**src/rtl/pwm_carrier_gen.sv**
```systemverilog
// -----------------------------------------------------------------------------
// pwm_carrier_gen
//
// Carrier counter feeding the PWM compare stage. Generates an up sawtooth,
// down sawtooth or triangle ramp between 0 and a shadowed peak value, plus
// zero/peak event decodes and the maskevent strobe the compare stage uses to
// update its own shadow registers at period boundaries.
//
// Period and mode are shadowed: software writes land in the shadows only
// while parked, on a resync, or at a period boundary. This means a
// mid-ramp write never produces a truncated or stretched carrier period.
//
// Ports
//   clk         system clock
//   reset       asynchronous, active-high reset
//   pwm_onoff   1 = carrier runs, 0 = carrier parked at the load value
//   period      carrier peak value P (shadowed)
//   init_carr   start / resync load value (clamped to period)
//   carr_mode   00 up saw, 01 down saw, 10 triangle, 11 hold (shadowed)
//   mask_sel    bit0 = maskevent on zero, bit1 = maskevent on peak
//   sync_in     single-cycle resync strobe (ignored while parked)
//   carrier     carrier value
//   dir         1 = counting up, 0 = counting down
//   zero_evt    carrier == 0 while running
//   period_evt  carrier == period_sh while running
//   maskevent   event selected by mask_sel
// -----------------------------------------------------------------------------
module pwm_carrier_gen #(
  parameter int CNT_WIDTH = 16
) (
  input  logic                 clk,
  input  logic                 reset,
  input  logic                 pwm_onoff,
  input  logic [CNT_WIDTH-1:0] period,
  input  logic [CNT_WIDTH-1:0] init_carr,
  input  logic [1:0]           carr_mode,
  input  logic [1:0]           mask_sel,
  input  logic                 sync_in,
  output logic [CNT_WIDTH-1:0] carrier,
  output logic                 dir,
  output logic                 zero_evt,
  output logic                 period_evt,
  output logic                 maskevent
);

  typedef enum logic [1:0] {
    MODE_UP   = 2'b00,
    MODE_DOWN = 2'b01,
    MODE_TRI  = 2'b10,
    MODE_HOLD = 2'b11
  } mode_t;

  localparam logic [CNT_WIDTH-1:0] ONE  = CNT_WIDTH'(1);
  localparam logic [CNT_WIDTH-1:0] ZERO = '0;

  // Registered state
  logic [CNT_WIDTH-1:0] carrier_reg;
  logic                 dir_reg;
  logic [CNT_WIDTH-1:0] period_sh_reg;
  mode_t                mode_sh_reg;
  // Cleared by reset, set on the first edge afterwards. Until it is set the
  // block behaves as parked, so counting after reset restarts from the load
  // value and no events are flagged while reset is (or just was) asserted.
  logic                 armed_reg;

  // Next-state signals
  logic [CNT_WIDTH-1:0] carrier_next;
  logic                 dir_next;
  logic                 shadow_load;

  // Helpers
  mode_t                mode_in;
  logic [CNT_WIDTH-1:0] load_val;
  logic                 parked;
  logic                 boundary;
  logic                 evt_enable;

  assign mode_in  = mode_t'(carr_mode);
  // Load value is clamped against the incoming (not shadowed) period, since
  // every load also refreshes the shadow with that same period.
  assign load_val = (init_carr < period) ? init_carr : period;
  assign parked   = !pwm_onoff || !armed_reg;

  // Period boundary of the currently active (shadowed) mode. A triangle
  // boundary is the bottom of the down ramp, so a triangle started at 0 with
  // dir = 1 runs a full up/down cycle before its first boundary.
  always_comb begin
    boundary = 1'b0;
    case (mode_sh_reg)
      MODE_UP:   boundary = (carrier_reg == period_sh_reg);
      MODE_DOWN: boundary = (carrier_reg == ZERO);
      MODE_TRI:  boundary = (carrier_reg == ZERO) && !dir_reg;
      default:   boundary = 1'b0;
    endcase
  end

  // Next carrier / direction
  always_comb begin
    carrier_next = carrier_reg;
    dir_next     = dir_reg;
    shadow_load  = 1'b0;

    if (parked) begin
      // Parked: track the inputs so enabling starts cleanly from L.
      shadow_load  = 1'b1;
      carrier_next = load_val;
      dir_next     = (mode_in != MODE_DOWN);
    end else if (sync_in) begin
      // Resync wins over the boundary rule. A triangle loaded at its peak
      // must head down, otherwise it would overshoot the peak.
      shadow_load  = 1'b1;
      carrier_next = load_val;
      dir_next     = !((mode_in == MODE_DOWN) ||
                       ((mode_in == MODE_TRI) && (load_val == period)));
    end else if (boundary) begin
      // Boundary: shadows refresh and the next value already uses them.
      shadow_load = 1'b1;
      if (mode_in != mode_sh_reg) begin
        // Mode change restarts the new ramp from its natural start point.
        case (mode_in)
          MODE_UP, MODE_TRI: begin
            carrier_next = ZERO;
            dir_next     = 1'b1;
          end
          MODE_DOWN: begin
            carrier_next = period;
            dir_next     = 1'b0;
          end
          default: begin
            carrier_next = carrier_reg;
            dir_next     = dir_reg;
          end
        endcase
      end else begin
        case (mode_sh_reg)
          MODE_UP: begin
            carrier_next = ZERO;
            dir_next     = 1'b1;
          end
          MODE_DOWN: begin
            carrier_next = period;
            dir_next     = 1'b0;
          end
          MODE_TRI: begin
            // With a zero peak the triangle degenerates to a constant 0
            // and the direction is left alone.
            if (period != ZERO) begin
              carrier_next = ONE;
              dir_next     = 1'b1;
            end
          end
          default: begin
            carrier_next = carrier_reg;
            dir_next     = dir_reg;
          end
        endcase
      end
    end else begin
      case (mode_sh_reg)
        MODE_UP: begin
          carrier_next = carrier_reg + ONE;
        end
        MODE_DOWN: begin
          carrier_next = carrier_reg - ONE;
        end
        MODE_TRI: begin
          if (dir_reg) begin
            if (carrier_reg == period_sh_reg) begin
              // Peak shown for exactly one cycle, then turn around.
              if (period_sh_reg != ZERO) begin
                carrier_next = period_sh_reg - ONE;
                dir_next     = 1'b0;
              end
            end else begin
              carrier_next = carrier_reg + ONE;
            end
          end else begin
            // carrier_reg != 0 here, otherwise this was a boundary.
            carrier_next = carrier_reg - ONE;
          end
        end
        default: begin
          carrier_next = carrier_reg;
          dir_next     = dir_reg;
        end
      endcase
    end
  end

  // State registers
  always_ff @(posedge clk or posedge reset) begin
    if (reset) begin
      carrier_reg   <= '0;
      dir_reg       <= 1'b1;
      period_sh_reg <= '0;
      mode_sh_reg   <= MODE_UP;
      armed_reg     <= 1'b0;
    end else begin
      carrier_reg <= carrier_next;
      dir_reg     <= dir_next;
      armed_reg   <= 1'b1;
      if (shadow_load) begin
        period_sh_reg <= period;
        mode_sh_reg   <= mode_in;
      end
    end
  end

  // Events decode the registered carrier directly, so they line up with the
  // carrier value they describe. Hold mode and parked cycles flag nothing.
  assign evt_enable = pwm_onoff && armed_reg && (mode_sh_reg != MODE_HOLD);

  assign carrier    = carrier_reg;
  assign dir        = dir_reg;
  assign zero_evt   = evt_enable && (carrier_reg == ZERO);
  assign period_evt = evt_enable && (carrier_reg == period_sh_reg);
  assign maskevent  = (zero_evt && mask_sel[0]) || (period_evt && mask_sel[1]);

endmodule

```
**config.mk**
```make
export PLATFORM = sky130hd
export DESIGN_NAME = pwm_carrier_gen
export DESIGN_NICKNAME = d
export VERILOG_FILES = /design/src/rtl/pwm_carrier_gen.sv
export SDC_FILE = /design/constraint.sdc
export NUM_CORES = 1
export LEC_CHECK = 0
export CORE_ASPECT_RATIO = 0.7
export CORE_MARGIN = 8
export CORE_UTILIZATION = 50
export CTS_BUF_LIST = sky130_fd_sc_hd__clkbuf_16
export DETAILED_ROUTE_END_ITERATION = 8
export DONT_BUFFER_PORTS = 1
export PLACE_DENSITY = 0.76
export REMOVE_ABC_BUFFERS = 1
export SLEW_MARGIN = 30
export SYNTH_ARGS = -nofsm -noshare
export SYNTH_HDL_FRONTEND = slang
export SYNTH_SLANG_ARGS = --single-unit
```
**constraint.sdc**
```tcl
create_clock -name clk -period 2.8 [get_ports clk]
set_input_delay 0.7 -clock clk [delete_from_list [all_inputs] [get_ports clk]]
set_output_delay 0.7 -clock clk [all_outputs]
set_load 0.01 [all_outputs]
```
==> run_results.csv, run 1 <==
group,metric,value,unit
cts,htree_levels,2,
yosys,yosys_warnings,0,
route,routedWlPerCell,22.8,um
critical_path,cpPeakStageDelay,0.51,ns
cells_and_area,drive_gt1_share,17.9,%
route,num_vias,4484,
cts,cts.sinks,36,
floorplan,die_h,92.5,um
critical_path,worst_setup_path_end_kind,"primary output",
power,power_frac_seq,31.4,%
route,drt_iter0_drc,702,
timing,slew_viol_final,0,
grt,grt_use_total,25.3,%
floorplan,coreArea,0.00827,mm2
cts,clk_latency,0.28,ns
run_status,status,"completed",
timing,tightest_slew,0.735,ns
critical_path,cp_top_family,"simple AND/OR/NAND/NOR gates",
power,p_leak,1.94,nW
critical_path,start_kind,"flop",
yosys,seq_area_frac_synth,21.6,%
power,pwr-share-comb,44.1,%
run,cap_violations,0,
floorplan,ios,60,
cells_and_area,antenna_cells,0,
timing,setup_viol,0,
cts,ctsHoldBuffers,0,
route,drtPass1Iterations,9,
yosys,yosys_most_used_dff,"dfrtp_1",
grt,grt_pass1_wl,23.4,mm
route,detail_route.vias_per_cell,6.70,
yosys,synth_cells,535,
grt,antenna_found_initial,0,
cts,cts_tree,"yes",
place,globalplace.congestion,0.963,
cells_and_area,area.growth.synth_to_final,15.0,%
yosys,syn_area,0.00418,mm2
route,wl,15.3,mm
timing,min_period,2.71,ns
yosys,synth_edf_count,0,
grt,grt_pass1_vias,4126,
timing,fmax,370,MHz
place,dp_hpwl,12.2,mm
cts,clockBufferDepth,2,
place,pre_cts_ws,0.0347,ns
timing,rsz0062_at_grt,"true",
timing,fin_skew,0.00303,ns
place,port_buffers,0,
timing,hold_ws,0.412,ns
cells_and_area,nets,627,
cts,cts_root_buf,"clkbuf_16",
power,powerDensity,458,mW/mm2
grt,grt_max_degree,37,
cells_and_area,final_cell_count_no_fill,669,
floorplan,die-area,0.0116,mm2
timing,timing_hold_violations_final,0,
yosys,synth-seq-cells,36,
route,drtAntennaViolNets,0,
place,place_inst,658,
critical_path,worstPathRequired,2.10,ns
min_path,hp-class,"in -> async",
floorplan,fp-row-count,28,
grt,gr-total-overflow,0,
power,clockPowerShare,24.5,%
timing,slew_headroom,50.4,%
critical_path,path_class,"reg -> out",
floorplan,die_x,125,um
power,swShare,41.3,%
cts,path_clk_slew,0.06,ns
critical_path,crit_buf_inv,1,
yosys,ys_types,70,
power,switchingPower,0.000908,W
floorplan,start_util,50.5,%
critical_path,slowest_stage,"or4b_4",
route,remaining_drc_errors,0,
power,intPower,0.00129,W
critical_path,crit_chain,"inv_2, ha_1, or4b_4, nor4_4, a22o_1",
cts,cts_made_buffers,5,
power,ir_worst_vdd,0.000242,V
critical_path,arrival,2.01,ns
critical_path,path_max_fanout,4,
yosys,synthArstFlopShare,100,%
timing,layout_worst_path_cycle_share,96.6,%
yosys,syn_area_per_cell,7.80,um2
timing,layout_setup_ws,0.0941,ns
==> power by group through the flow <==
stage                     sequential (W)  combinational, W  clock, W
after floorplan                 0.000753          0.000484         0
after global placement          0.000691          0.000902         0
after detailed placement        0.000693          0.000915         0
after CTS                       0.000686          0.000925  0.000536
after global routing            0.000697           0.00104  0.000559
final                           0.000691          0.000972  0.000539
==> synth_stat cells, types with 4 or more instances <==
cell type | number | share of area [%]
nor2_1 | 36 | 3.2
o32ai_1 | 4 | 0.84
buf_2 | 23 | 2.8
a22o_1 | 4 | 0.84
and3_1 | 6 | 0.90
dfrtp_1 | 35 | 21
o22ai_1 | 9 | 1.3
a31oi_1 | 10 | 1.5
and2_1 | 4 | 0.60
nor2b_1 | 5 | 0.75
o31ai_1 | 6 | 1.1
nor3_1 | 15 | 1.8
inv_1 | 33 | 3.0
o21ai_1 | 5 | 0.60
a21oi_1 | 11 | 1.3
o21ai_0 | 37 | 4.4
and4_1 | 7 | 1.5
nor4_1 | 19 | 2.8
a22oi_1 | 5 | 0.90
nor3b_1 | 4 | 0.72
xor2_1 | 45 | 9.4
clkbuf_1 | 12 | 1.1
nand2_1 | 45 | 4.0
or3_1 | 4 | 0.60
nand4_1 | 9 | 1.3
a41oi_1 | 5 | 1.0
ha_1 | 24 | 7.2
xnor2_1 | 22 | 4.6
nand3_1 | 19 | 2.3
a211oi_1 | 5 | 0.90
==> routing by layer <==
layer	global-route usage, %	up-vias	part of all wire [%]
met1	34.8	2100	42
met4	6.36	0	2.2
li1	-	2021	-
met3	9.06	41	15
met5	0	-	0
met2	36.8	322	41
==> repair_timing <==
action                     in CTS  in global routing
setup endpoints to repair       3                 20
setup buffers                   1                  2
hold endpoints to repair        0                  0
pin swaps                       2                  2
resized for setup               4                 11
==> stage by stage <==
step	total power, W	instance area (um2)	setup TNS [ns]	utilization (%)
after floorplan	0.00124	3970	-23.24	-
after global placement	0.00159	4570	-0.000582	55.2
after detailed placement	0.00161	4570	0	55.2
after CTS	0.00215	4730	0	57.2
after global routing	0.00230	4800	-0.0210	58.1
final	0.00220	4800	0	58.1
==> cells by family after synthesis <==
logic type,Yosys count,synth area share (%)
fa+ha+maj,24,7.19
compound gates,137,22.7
flops,36,21.6
simple gates,193,25.4
mux,4,1.05
xor+xnor,67,14.1
buf+inv,73,7.97
other cells,1,0.0898
==> worst register-to-register path, delay by kind of cell, from the launching register on <==
family / cells / cell delay, ns
AND/OR/NAND/NOR: 3 / 0.88
flip-flops: 1 / 0.45
AO/OA/AOI/OAI: 3 / 0.85
buffers and inverters: 1 / 0.15
XOR/XNOR: 1 / 0.21
==> worst paths after layout <==
path | from | end | slack (ns) | depth (start not counted)
max | carrier[0] | maskevent | 0.09 | 5
min in group clk | period[0] | period_sh_reg[0] | 0.57 | 1
min reg2reg | period_sh_reg[12] | period_sh_reg[12] | 0.59 | 2
min | reset | period_sh_reg[6] | 0.41 | 2
max reg2reg | carrier[6] | carrier[10] | 0.12 | 8
max in group asynchronous | reset | dir | 2.01 | 2
==> area by class of cell <==
type,count,area (um2)
clock buffers,5,125
clock inverters,3,13.8
fillers,789,3470
inverters,33,124
multi-input cells,426,3020
flip-flops and latches,36,903
well taps,105,131
repair buffers,61,483
==> cells in the final DEF (no fill, tap or decap), types with 19 or more instances in the layout <==
| cell type | netlist | layout |
|---|---|---|
| buf_4 | 2 | 59 |
| xor2_1 | 45 | 45 |
| nand2_1 | 45 | 45 |
| o21ai_0 | 37 | 37 |
| nor2_1 | 36 | 36 |
| dfrtp_1 | 35 | 34 |
| inv_1 | 33 | 32 |
| ha_1 | 24 | 24 |
| xnor2_1 | 22 | 22 |
| nand3_1 | 19 | 19 |
Power figures use the tool's default switching activity.
==> run 2: changes to the inputs <==
--- a/config.mk
+++ b/config.mk
@@ -13,7 +13,7 @@
 export DONT_BUFFER_PORTS = 1
 export PLACE_DENSITY = 0.76
 export REMOVE_ABC_BUFFERS = 1
-export SLEW_MARGIN = 30
+export SLEW_MARGIN = 20
 export SYNTH_ARGS = -nofsm -noshare
 export SYNTH_HDL_FRONTEND = slang
 export SYNTH_SLANG_ARGS = --single-unit
==> results of run 2 <==
Final layout, timing and power as in run 1 (identical DEF).
